File: config.mk
export PLATFORM = sky130hd
export DESIGN_NAME = wb_link_arbiter
export DESIGN_NICKNAME = d
export VERILOG_FILES = /design/src/rtl/wb_link_arbiter.sv
export SDC_FILE = /design/constraint.sdc
export NUM_CORES = 1
export LEC_CHECK = 0
export ABC_AREA = 0
export BUFFER_PORTS_ARGS = -buffer_cell sky130_fd_sc_hd__clkbuf_2
export CORE_AREA = 2 2 148 150
export CTS_BUF_LIST = sky130_fd_sc_hd__clkbuf_2 sky130_fd_sc_hd__clkbuf_4 sky130_fd_sc_hd__clkbuf_8
export DETAILED_ROUTE_END_ITERATION = 8
export DIE_AREA = 0 0 150 152
export PLACE_DENSITY = 0.81
export SLEW_MARGIN = 20
export SYNTH_ARGS = -nofsm -noshare
export SYNTH_HDL_FRONTEND = slang
export SYNTH_SLANG_ARGS = --single-unit
File: constraint.sdc
create_clock -name clklink -period 3.02 [get_ports clklink]
set_input_delay 0.906 -clock clklink [delete_from_list [all_inputs] [get_ports clklink]]
set_output_delay 0.906 -clock clklink [all_outputs]
set_load 0.005 [all_outputs]
File: src/rtl/wb_link_arbiter.sv
// Round-robin arbiter sharing one optical Wishbone link master between N_REQ
// local requesters; one transaction in flight, link fields latched at grant.
`timescale 1ns/1ps
module wb_link_arbiter #(
    parameter int N_REQ   = 4,
    parameter int TIMEOUT = 4096,
    parameter int GAP_MIN = 8
) (
    input  logic                  clklink,
    input  logic                  reset_n,
    input  logic [N_REQ-1:0]      req_cyc,
    input  logic [N_REQ-1:0]      req_str,
    input  logic [N_REQ-1:0]      req_we,
    input  logic [18*N_REQ-1:0]   req_addr,
    input  logic [5*N_REQ-1:0]    req_target,
    input  logic [32*N_REQ-1:0]   req_dato,
    output logic [N_REQ-1:0]      req_ack,
    output logic [N_REQ-1:0]      req_err,
    output logic [31:0]           req_dati,
    output logic                  link_cyc,
    output logic                  link_str,
    output logic                  link_we,
    output logic [17:0]           link_addr,
    output logic [4:0]            link_target,
    output logic [31:0]           link_dato,
    input  logic                  link_ack,
    input  logic                  link_err,
    input  logic [31:0]           link_dati,
    output logic [N_REQ-1:0]      grant,
    output logic                  busy,
    output logic [15:0]           timeout_cnt
);

    localparam int IW = $clog2(N_REQ);
    localparam int TW = $clog2(TIMEOUT) + 1;
    localparam logic [TW-1:0]    TIMER_ONE   = {{(TW-1){1'b0}}, 1'b1};
    localparam logic [TW-1:0]    TIMER_LIMIT = TW'(TIMEOUT - 1);
    localparam logic [TW-1:0]    GAP_LAST    = TW'(GAP_MIN - 1);
    localparam logic [IW-1:0]    RR_RESET    = IW'(N_REQ - 1);
    localparam logic [N_REQ-1:0] ONE_HOT0    = {{(N_REQ-1){1'b0}}, 1'b1};

    typedef enum logic [1:0] {
        ST_IDLE    = 2'd0,
        ST_WAIT    = 2'd1,
        ST_RELEASE = 2'd2
    } state_t;

    state_t            state_q, state_d;
    logic [IW-1:0]     rr_ptr_q, rr_ptr_d;
    logic [IW-1:0]     gidx_q, gidx_d;
    logic [N_REQ-1:0]  grant_q, grant_d;
    logic [TW-1:0]     timer_q, timer_d;
    logic              link_cyc_q, link_cyc_d;
    logic              link_str_q, link_str_d;
    logic              link_we_q, link_we_d;
    logic [17:0]       link_addr_q, link_addr_d;
    logic [4:0]        link_target_q, link_target_d;
    logic [31:0]       link_dato_q, link_dato_d;
    logic [N_REQ-1:0]  req_ack_q, req_ack_d;
    logic [N_REQ-1:0]  req_err_q, req_err_d;
    logic [31:0]       req_dati_q, req_dati_d;
    logic [15:0]       timeout_cnt_q, timeout_cnt_d;

    logic [N_REQ-1:0]  pend_s;
    logic [IW:0]       pick_s;
    logic [17:0]       addr_a_s   [N_REQ];
    logic [4:0]        target_a_s [N_REQ];
    logic [31:0]       dato_a_s   [N_REQ];

    // First pending index after ptr, wrapping; MSB flags that one was found.
    function automatic logic [IW:0] rr_pick(input logic [N_REQ-1:0] pend,
                                            input logic [IW-1:0]    ptr);
        logic [IW:0]   pick;
        logic [IW-1:0] idx;
        pick = '0;
        for (int k = N_REQ; k >= 1; k--) begin
            idx = IW'((int'(ptr) + k) % N_REQ);
            if (pend[idx]) pick = {1'b1, idx};
            else           pick = pick;
        end
        return pick;
    endfunction

    function automatic logic [15:0] sat_inc16(input logic [15:0] v);
        return (v == 16'hFFFF) ? v : v + 16'd1;
    endfunction

    for (genvar i = 0; i < N_REQ; i++) begin : g_unpack
        assign addr_a_s[i]   = req_addr[18*i +: 18];
        assign target_a_s[i] = req_target[5*i +: 5];
        assign dato_a_s[i]   = req_dato[32*i +: 32];
    end

    assign pend_s = req_cyc & req_str;
    assign pick_s = rr_pick(pend_s, rr_ptr_q);

    // Next-state and registered-output computation.
    always_comb begin
        state_d       = state_q;
        rr_ptr_d      = rr_ptr_q;
        gidx_d        = gidx_q;
        grant_d       = grant_q;
        timer_d       = timer_q;
        link_cyc_d    = link_cyc_q;
        link_str_d    = link_str_q;
        link_we_d     = link_we_q;
        link_addr_d   = link_addr_q;
        link_target_d = link_target_q;
        link_dato_d   = link_dato_q;
        req_ack_d     = '0;
        req_err_d     = '0;
        req_dati_d    = req_dati_q;
        timeout_cnt_d = timeout_cnt_q;
        case (state_q)
            ST_IDLE: begin
                if (pick_s[IW]) begin
                    state_d       = ST_WAIT;
                    gidx_d        = pick_s[IW-1:0];
                    grant_d       = ONE_HOT0 << pick_s[IW-1:0];
                    timer_d       = '0;
                    link_cyc_d    = 1'b1;
                    link_str_d    = 1'b1;
                    link_we_d     = req_we[pick_s[IW-1:0]];
                    link_addr_d   = addr_a_s[pick_s[IW-1:0]];
                    link_target_d = target_a_s[pick_s[IW-1:0]];
                    link_dato_d   = dato_a_s[pick_s[IW-1:0]];
                end else begin
                    state_d = ST_IDLE;
                end
            end
            ST_WAIT: begin
                timer_d = timer_q + TIMER_ONE;
                // Ack wins over timeout, timeout over a requester abort.
                if (link_ack) begin
                    req_dati_d = link_dati;
                    if (link_err) req_err_d = ONE_HOT0 << gidx_q;
                    else          req_ack_d = ONE_HOT0 << gidx_q;
                    state_d    = ST_RELEASE;
                end else if (timer_q == TIMER_LIMIT) begin
                    req_err_d     = ONE_HOT0 << gidx_q;
                    timeout_cnt_d = sat_inc16(timeout_cnt_q);
                    state_d       = ST_RELEASE;
                end else if (!req_cyc[gidx_q]) begin
                    state_d = ST_RELEASE;
                end else begin
                    state_d = ST_WAIT;
                end
                if (state_d == ST_RELEASE) begin
                    link_cyc_d = 1'b0;
                    link_str_d = 1'b0;
                    timer_d    = '0;
                end else begin
                    link_cyc_d = link_cyc_q;
                end
            end
            ST_RELEASE: begin
                if ((timer_q >= GAP_LAST) && !link_ack) begin
                    state_d  = ST_IDLE;
                    rr_ptr_d = gidx_q;
                    grant_d  = '0;
                    timer_d  = '0;
                end else if (timer_q == TIMER_LIMIT) begin
                    // Link ack stuck high: give the link back anyway.
                    state_d       = ST_IDLE;
                    rr_ptr_d      = gidx_q;
                    grant_d       = '0;
                    timer_d       = '0;
                    timeout_cnt_d = sat_inc16(timeout_cnt_q);
                end else begin
                    timer_d = timer_q + TIMER_ONE;
                end
            end
            default: begin
                state_d    = ST_IDLE;
                grant_d    = '0;
                link_cyc_d = 1'b0;
                link_str_d = 1'b0;
                timer_d    = '0;
            end
        endcase
    end

    // State and output registers.
    always_ff @(posedge clklink or negedge reset_n) begin
        if (!reset_n) begin
            state_q       <= ST_IDLE;
            rr_ptr_q      <= RR_RESET;
            gidx_q        <= '0;
            grant_q       <= '0;
            timer_q       <= '0;
            link_cyc_q    <= 1'b0;
            link_str_q    <= 1'b0;
            link_we_q     <= 1'b0;
            link_addr_q   <= 18'd0;
            link_target_q <= 5'd0;
            link_dato_q   <= 32'd0;
            req_ack_q     <= '0;
            req_err_q     <= '0;
            req_dati_q    <= 32'd0;
            timeout_cnt_q <= 16'd0;
        end else begin
            state_q       <= state_d;
            rr_ptr_q      <= rr_ptr_d;
            gidx_q        <= gidx_d;
            grant_q       <= grant_d;
            timer_q       <= timer_d;
            link_cyc_q    <= link_cyc_d;
            link_str_q    <= link_str_d;
            link_we_q     <= link_we_d;
            link_addr_q   <= link_addr_d;
            link_target_q <= link_target_d;
            link_dato_q   <= link_dato_d;
            req_ack_q     <= req_ack_d;
            req_err_q     <= req_err_d;
            req_dati_q    <= req_dati_d;
            timeout_cnt_q <= timeout_cnt_d;
        end
    end

    assign req_ack     = req_ack_q;
    assign req_err     = req_err_q;
    assign req_dati    = req_dati_q;
    assign link_cyc    = link_cyc_q;
    assign link_str    = link_str_q;
    assign link_we     = link_we_q;
    assign link_addr   = link_addr_q;
    assign link_target = link_target_q;
    assign link_dato   = link_dato_q;
    assign grant       = grant_q;
    assign busy        = (state_q != ST_IDLE);
    assign timeout_cnt = timeout_cnt_q;

endmodule
==> reports/summary.txt, run 1 <==
Gr ovfl total: 0
Synthesized flop and latch total: 136
# fillers: 1989
Layout Area Growth over Synthesis: 27.54%
Share of synthesized flip-flops with an asynchronous set or reset: 1.000
Drt drc: 0
Gr usage total: 0.2963
Clock transition at path regs: 0.08 ns
Worst Setup Start Kind: flop
Final setup violation count: 0
Slew Limit Fails: 0
Final Util: 0.5645
Antenna violations before repair: 5
Io pins: 387
First-pass GRT wire length: 54.62 mm
Drt total wl: 34.53 mm
P per Cell Area: 636.7 nW/µm²
Largest net degree at the start of global routing: 113
DR vias/cell: 6.384
Core area: 21350 µm²
# resized after CTS: 0
Drt wl/cell: 19.69 µm
Worst setup path class: flop to flop
Ys flop type: dfrtp_1
CP required: 3.30 ns
Vias in the first global route: 10411
Worst slew pin tran: 0.8051 ns
Period utilization: 0.8372
Synth Instances: 1169
Hold buffer count at cts: 0
Gpl congestion: 0.8956
CTS max path bufs: 2
Initial Util: 0.4426
Status: completed
Leak pwr: 5.188 nW
DIE HEIGHT: 152 µm
FP Rows: 54
Post-synth EDFFs: 0
Sequential cell area fraction in the yosys report: 0.3604
Net Count, Synth: 1442
Final #Nets: 1728
Commonest non-fill, non-tap cell in the layout: clkbuf_2
Clock Latency Late Sink: 0.44 ns
Area of the mapped netlist: 9450 µm²
CTS H-tree lvls: 4
Crit-path slowest cell: nor4_1
CTS root buffer: clkbuf_8
Die area: 22800 µm²
Clock Skew: 0.01562 ns
RSZ-0062 raised after global routing: no
Share of cells above drive strength 1: 0.3406
Routed vias: 11192
Max Cap Violations: 0
Setup Fix Bufs, Post-CTS: 0
Cells along the critical path: ha_1 -> nand3b_1 -> nor4_1 -> nor3_1 -> o21ai_2 -> a21oi_1
Worst setup EP type: flop
Worst path max stage delay: 0.64 ns
Post-layout min period: 2.528 ns
FMAX: 395.5 MHz
Fin. Hold Viols: 0
Detail Route Antenna Nets: 0
Mux contribution to synthesized area: 0.04674
Design Power: 7.674 mW
VDD IR max: 365.4 µV
# clock sinks: 136
Iter 0 DRT Violations: 1050
Simple-Gate Fraction of Synth Area: 0.2410
IO buf count: 386
XOR/XNOR share of the synthesized area: 0.02410
Main combinational cell family by area after synthesis: compound AO/OA/AOI/OAI gates
WP buf/inv: 0
CTS tree: built
Unique cell type count in the Yosys netlist: 50
CP arrival: 2.81 ns
Post-Synth Adder-Cell Area: 0.006620
DR pass1 iterations: 6
Slew margin rel.: 0.4583
Yosys synthesis warning count: 0
HPWL after DPL: 23.75 mm
Most frequent cells in the layout: 385 x clkbuf_2, 134 x dfrtp_1, 126 x nand3_1
Top delay family on crit path: simple AND/OR/NAND/NOR gates
Die width: 150 µm
HP Class: input pin to asynchronous set/reset pin
Num CTS Buffers: 17
Post-synthesis average cell area: 8.084 µm²
CP Max Fanout: 12
Complex-gate fraction of the synthesized area: 0.2549
Setup Total Neg Slack: 0 ns
R2r setup slk: 0.49 ns
-- worst register-to-register path, cell delays in order (launching register included) --
cell      delay, ns
dfrtp_1        0.42
ha_1           0.29
nand3b_1       0.14
nor4_1         0.64
nor3_1         0.23
o21ai_2        0.52
a21oi_1        0.15
-- through the flow --
stage	hold slack (ns)	instance area (µm²)	setup slack, ns	instances
3_3_place_gp	0.4600	11610	0.4605	1716
4_1_cts	0.3417	12040	0.5043	1748
5_1_grt	0.3578	12050	0.2982	1753
2_1_floorplan	0.4726	9450	0.6842	1169
3_5_place_dp	0.4661	11610	0.3587	1716
6_report	0.3648	12050	0.4915	1753
-- synthesized netlist by cell type (2+ instances only) --
| cell type | number | area share |
|---|---|---|
| o21ai_0 | 119 | 0.063 |
| and4_1 | 3 | 0.0028 |
| a22oi_1 | 4 | 0.0032 |
| o211ai_1 | 112 | 0.089 |
| clkbuf_1 | 110 | 0.044 |
| nor4_1 | 4 | 0.0026 |
| a22o_1 | 2 | 0.0019 |
| a21oi_1 | 68 | 0.036 |
| a311oi_1 | 2 | 0.0019 |
| nand2_1 | 79 | 0.031 |
| xor2_1 | 9 | 0.0083 |
| nor2_1 | 7 | 0.0028 |
| buf_1 | 11 | 0.0044 |
| and2_1 | 2 | 0.0013 |
| o31ai_1 | 56 | 0.044 |
| nand3b_1 | 2 | 0.0016 |
| a32o_1 | 4 | 0.0042 |
| and3_1 | 12 | 0.0079 |
| buf_4 | 2 | 0.0016 |
| o22ai_1 | 2 | 0.0013 |
| mux2_2 | 35 | 0.042 |
| nand3_1 | 126 | 0.067 |
| buf_2 | 24 | 0.013 |
| ha_1 | 5 | 0.0066 |
| nand4_1 | 122 | 0.081 |
| dfstp_2 | 2 | 0.0056 |
| nand2b_1 | 4 | 0.0026 |
| dfrtp_1 | 134 | 0.35 |
| xnor2_1 | 17 | 0.016 |
| nor3_1 | 64 | 0.034 |
| inv_1 | 7 | 0.0028 |
-- registers in the layout, summed over array words and instances, names as in the netlist --
signal,cells
link_addr,18
gidx_q,2
link_str,1
req_ack,4
timer_q,13
timeout_cnt,16
link_dato,32
grant,4
state_q,2
req_dati,32
link_we,1
req_err,4
link_target,5
rr_ptr_q,2
-- final timing paths --
| path | startpoint | cells past startpoint | end |
|---|---|---|---|
| setup reg to reg | timer_q[0] | 6 | timer_q[4] |
| hold / removal | reset_n | 1 | req_dati[1] |
| hold reg to reg | link_dato[25] | 2 | link_dato[25] |
| max in group asynchronous | reset_n | 2 | link_target[1] |
| min in group clklink | link_dato[25] | 2 | link_dato[25] |
| setup / recovery | timer_q[0] | 6 | timer_q[4] |
-- report_power, final --
part | switching, mW | internal [mW]
clock network | 0.775 | 0.862
logic | 1.74 | 1.41
registers | 0.414 | 2.48
total | 2.93 | 4.75
-- area by class of cell --
| cell class | count | area (µm²) | share of cell area |
|---|---|---|---|
| multi-input cells | 878 | 5493 | 0.4557 |
| flip-flops and latches | 136 | 3410 | 0.2829 |
| repair buffers | 415 | 2331 | 0.1934 |
| well taps | 280 | 350.3 | 0.02907 |
| clock buffers | 18 | 247.7 | 0.02055 |
| clock inverters | 14 | 182.7 | 0.01516 |
| inverters | 7 | 26.28 | 0.002180 |
| diodes | 5 | 12.51 | 0.001038 |
-- kinds of logic after synthesis --
| kind of cell | after synthesis |
|---|---|
| flip-flops | 136 |
| AND/OR/NAND/NOR | 431 |
| buffers and inverters | 155 |
| adder cells (fa/ha/maj) | 5 |
| XOR/XNOR | 26 |
| multiplexers | 38 |
| AO/OA/AOI/OAI | 378 |
-- layer usage --
layer  GRT usage  vias to the layer above  share of wire
li1            -                     5061              -
met1      0.3740                     5239           0.37
met2      0.4805                      766           0.47
met3     0.06366                      126           0.11
met4      0.1415                        0          0.049
met5           0                        -              0
Note: power is estimated with default switching activity, not from simulation.
==> run 2, diff against run 1 <==
--- a/config.mk
+++ b/config.mk
@@ -5,13 +5,13 @@
 export SDC_FILE = /design/constraint.sdc
 export NUM_CORES = 1
 export LEC_CHECK = 0
-export ABC_AREA = 0
+export ABC_AREA = 1
 export BUFFER_PORTS_ARGS = -buffer_cell sky130_fd_sc_hd__clkbuf_2
-export CORE_AREA = 2 2 148 150
+export CORE_AREA = 2 2 150 152
 export CTS_BUF_LIST = sky130_fd_sc_hd__clkbuf_2 sky130_fd_sc_hd__clkbuf_4 sky130_fd_sc_hd__clkbuf_8
 export DETAILED_ROUTE_END_ITERATION = 8
-export DIE_AREA = 0 0 150 152
-export PLACE_DENSITY = 0.81
+export DIE_AREA = 0 0 152 154
+export PLACE_DENSITY = 0.76
 export SLEW_MARGIN = 20
 export SYNTH_ARGS = -nofsm -noshare
 export SYNTH_HDL_FRONTEND = slang
==> constraint.sdc (replaced) <==
create_clock -name clklink -period 2.1 [get_ports clklink]
set_input_delay 0.63 -clock clklink [delete_from_list [all_inputs] [get_ports clklink]]
set_output_delay 0.63 -clock clklink [all_outputs]
set_load 0.005 [all_outputs]
==> run 2 against run 1 <==
Effect of this change: the run now ends with negative setup slack left; via count shrank 12%; die area grew 2.7%; cell count grew 11%; first-iteration DRC count shrank 44%; clock skew grew 0.0015 ns; global-route usage shrank 5.7 points; utilization grew 0.46 points; setup slack lost 0.70 ns; critical endpoint is now link_addr[10]; largest cell class unchanged.
==> reports/summary.txt, run 2 <==
Clock transition at path regs: 0.10 ns (+0.02 ns)
Routed vias: 9808 (-12%)
CP arrival: 2.70 ns (-0.11 ns)
Synth Instances: 1219 (+4.3%)
CTS H-tree lvls: 4 (unchanged)
Gr usage total: 0.2397 (-0.05657)
Net Count, Synth: 1492 (+3.5%)
Setup Total Neg Slack: -6.195 ns (-6.195 ns)
Placement Cell Area: 10930 µm² (-5.9%)
Drt total wl: 31.52 mm (-8.7%)
Antenna violations before repair: 5 (unchanged)
Slew Limit Fails: 0 (unchanged)
Share of cells above drive strength 1: 0.3830 (+0.04239)
Worst setup EP type: flop
Worst setup path class: flop to flop
Num CTS Buffers: 17 (unchanged)
P per Cell Area: 898.3 nW/µm² (+41%)
Area of the mapped netlist: 8339 µm² (-12%)
Gpl congestion: 0.9142 (+2.1%)
DR pass1 iterations: 6 (unchanged)
Post-layout min period: 2.310 ns (-0.2189 ns)
Leak pwr: 7.061 nW (+36%)
CP required: 2.49 ns (-0.81 ns)
Design Power: 11.09 mW (+44%)
Final non-filler cell area: 12340 µm² (+2.4%)
Final setup violation count: 58 (+58)
Share of synthesized flip-flops with an asynchronous set or reset: 1.000 (unchanged)
CTS tree: built
DR vias/cell: 5.045 (-21%)
First-pass GRT wire length: 45.41 mm (-17%)
Initial Util: 0.3845 (-0.05812)
Synth area leaders: dfrtp_1 40%, nand2_1 30%, nand3_1 8.2%, mux2_2 4.3%, xor2_1 1.7%
DIE HEIGHT: 154 µm (+1.3%)
Most common cell in the netlist: nand2_1
Non-filler cells, final: 1944 (+11%)
Gr ovfl total: 0 (unchanged)
FP Rows: 54 (unchanged)
Post-synthesis average cell area: 6.841 µm² (-15%)
Detail Route Antenna Nets: 0 (unchanged)
Worst path max stage delay: 0.62 ns (-0.02 ns)
IO buf count: 386 (unchanged)
VDD IR max: 475.9 µV (+30%)
Fin. Hold Viols: 0 (unchanged)
Clock Latency Late Sink: 0.46 ns (+0.02 ns)
Io pins: 387 (unchanged)
Post-synth top cells: 672 x nand2_1, 137 x nand3_1, 134 x dfrtp_1
Dpl cells: 1871 (+9.0%)
Largest net degree at the start of global routing: 57 (-50%)
Slew margin rel.: 0.6278 (+0.1694)
Min Hold Slack: 0.06339 ns (-0.3014 ns)
Setup ws final: -0.2096 ns (-0.7011 ns)
RSZ-0062 raised after global routing: yes
Clock Skew: 0.01714 ns (+0.001525 ns)
Simple-Gate Fraction of Synth Area: 0.4212 (+0.1802)
Yosys synthesis warning count: 0 (unchanged)
Final Util: 0.5692 (+0.004648)
Iter 0 DRT Violations: 584 (-44%)
Hold buffer count at cts: 0 (unchanged)
CTS root buffer: clkbuf_8
HP Class: input pin to asynchronous set/reset pin
CTS max path bufs: 2 (unchanged)
# clock sinks: 136 (unchanged)
Drt wl/cell: 16.22 µm (-18%)
HPWL after DPL: 21.50 mm (-9.5%)
Status: complete, but fails checks
FMAX: 433.0 MHz (+9.5%)
Drt drc: 0 (unchanged)
Vias in the first global route: 9048 (-13%)
Yosys top cell area share: 0.4021 (+0.04727)
Unique cell type count in the Yosys netlist: 35 (-30%)
Crit-path slowest cell: dfstp_2
XOR/XNOR share of the synthesized area: 0.02746 (+0.003360)
Most used cell, CP: nand2_1
Post-synth EDFFs: 0 (unchanged)
Period utilization: 1.100 (+0.2626)
Violated checks: negative setup slack
Most frequent cells in the layout: 634 x nand2_1, 385 x clkbuf_2, 134 x dfrtp_1
Layout Area Growth over Synthesis: 48.03%
Leading area contributor after synthesis: dfrtp_1
Mux contribution to synthesized area: 0.04321 (-0.003526)
Final #Nets: 1918 (+11%)
Commonest non-fill, non-tap cell in the layout: nand2_1
Die area: 23410 µm² (+2.7%)
Sequential cell area fraction in the yosys report: 0.4084 (+0.04802)
Post-Synth Adder-Cell Area: 0.007502 (+0.0008820)
Worst Setup Start Kind: flop
Synthesized flop and latch total: 136 (unchanged)
Cells along the critical path: buf_4 -> xor2_2 -> nand2_1 -> nand2_2 -> nand2_2 -> nand2_4 -> nand2_8 -> nand2_8 -> buf_12 -> clkbuf_16 -> nand2_1 -> nand2_1 -> nand2_1 -> nand2_1 -> nand2_1 -> nand2_1
Max Cap Violations: 0 (unchanged)
Main combinational cell family by area after synthesis: simple AND/OR/NAND/NOR gates
Worst slew pin tran: 0.5577 ns (-0.2473 ns)
Die width: 152 µm (+1.3%)
Complex-gate fraction of the synthesized area: 0.02941 (-0.2255)
CP Max Fanout: 8 (-4)
Pre-CTS setup slack: -0.2684 ns (-0.6271 ns)
Ys flop type: dfrtp_1
Core area: 21690 µm² (+1.6%)
## run 2: cell count changes after synthesis, sizes merged, moves of 56 or more
cell | before | now
nand2 | 79 | 676
nand4 | 122 | 8
o211ai | 112 | 0
o21ai | 120 | 30
clkbuf | 110 | 21
a21oi | 68 | 12
nor3 | 65 | 9
o31ai | 56 | 0
## run 2: timing repair
item | CTS | global route
resized for setup | 8 | 108
endpoints found under the setup margin | 69 | 96
buffers inserted | 8 | 6
hold endpoints to repair | 0 | 0
gates cloned | 2 | 19
pin swaps | 0 | 55
## run 2: cells by family after synthesis
kind of cell | Yosys count
AO/OA/AOI/OAI | 46
XOR/XNOR | 24
adder cells (fa/ha/maj) | 5
buffers and inverters | 105
flip-flops | 136
multiplexers | 32
AND/OR/NAND/NOR | 871
## run 2: per-layer routing
| layer | GRT usage | share of wire | vias to the layer above |
|---|---|---|---|
| met5 | 0 | 0 | - |
| met4 | 0.1037 | 0.047 | 0 |
| met3 | 0.05242 | 0.085 | 96 |
| met2 | 0.4078 | 0.49 | 513 |
| met1 | 0.2938 | 0.38 | 4494 |
| li1 | - | - | 4705 |
## run 2: cell type report
cell class	instances	area, µm²
timing repair buffer	477	3276
inverter	35	136.4
sequential	136	3406
clock buffer	17	234.0
fill	1995	9344
tap	280	350.3
antenna	6	15.01
clock inverter	15	148.9
multi-input combinational	978	4778
## run 2: path summary, 6_finish.rpt
check | start | endpoint | slack, ns | cells past startpoint
max in group asynchronous | reset_n | link_addr[16] | 1.41 | 2
setup / recovery | rr_ptr_q[0] | link_addr[10] | -0.21 | 16
setup reg to reg | rr_ptr_q[0] | link_addr[10] | -0.21 | 16
min in group clklink | link_dati[19] | req_dati[19] | 0.40 | 2
hold / removal | reset_n | timeout_cnt[4] | 0.06 | 1
hold reg to reg | link_addr[12] | link_addr[12] | 0.48 | 2
## run 2: critical path, delay by kind of cell, from the launching register on
kind | cells | cell delay (ns)
xor+xnor | 1 | 0.17
buf+inv | 3 | 0.48
flops | 1 | 0.62
simple gates | 12 | 0.97
## run 2: power by group
group	switching, mW	internal [mW]	total, mW
logic	2.63	2.24	4.87
registers	0.530	3.51	4.04
clock network	1.28	0.892	2.17
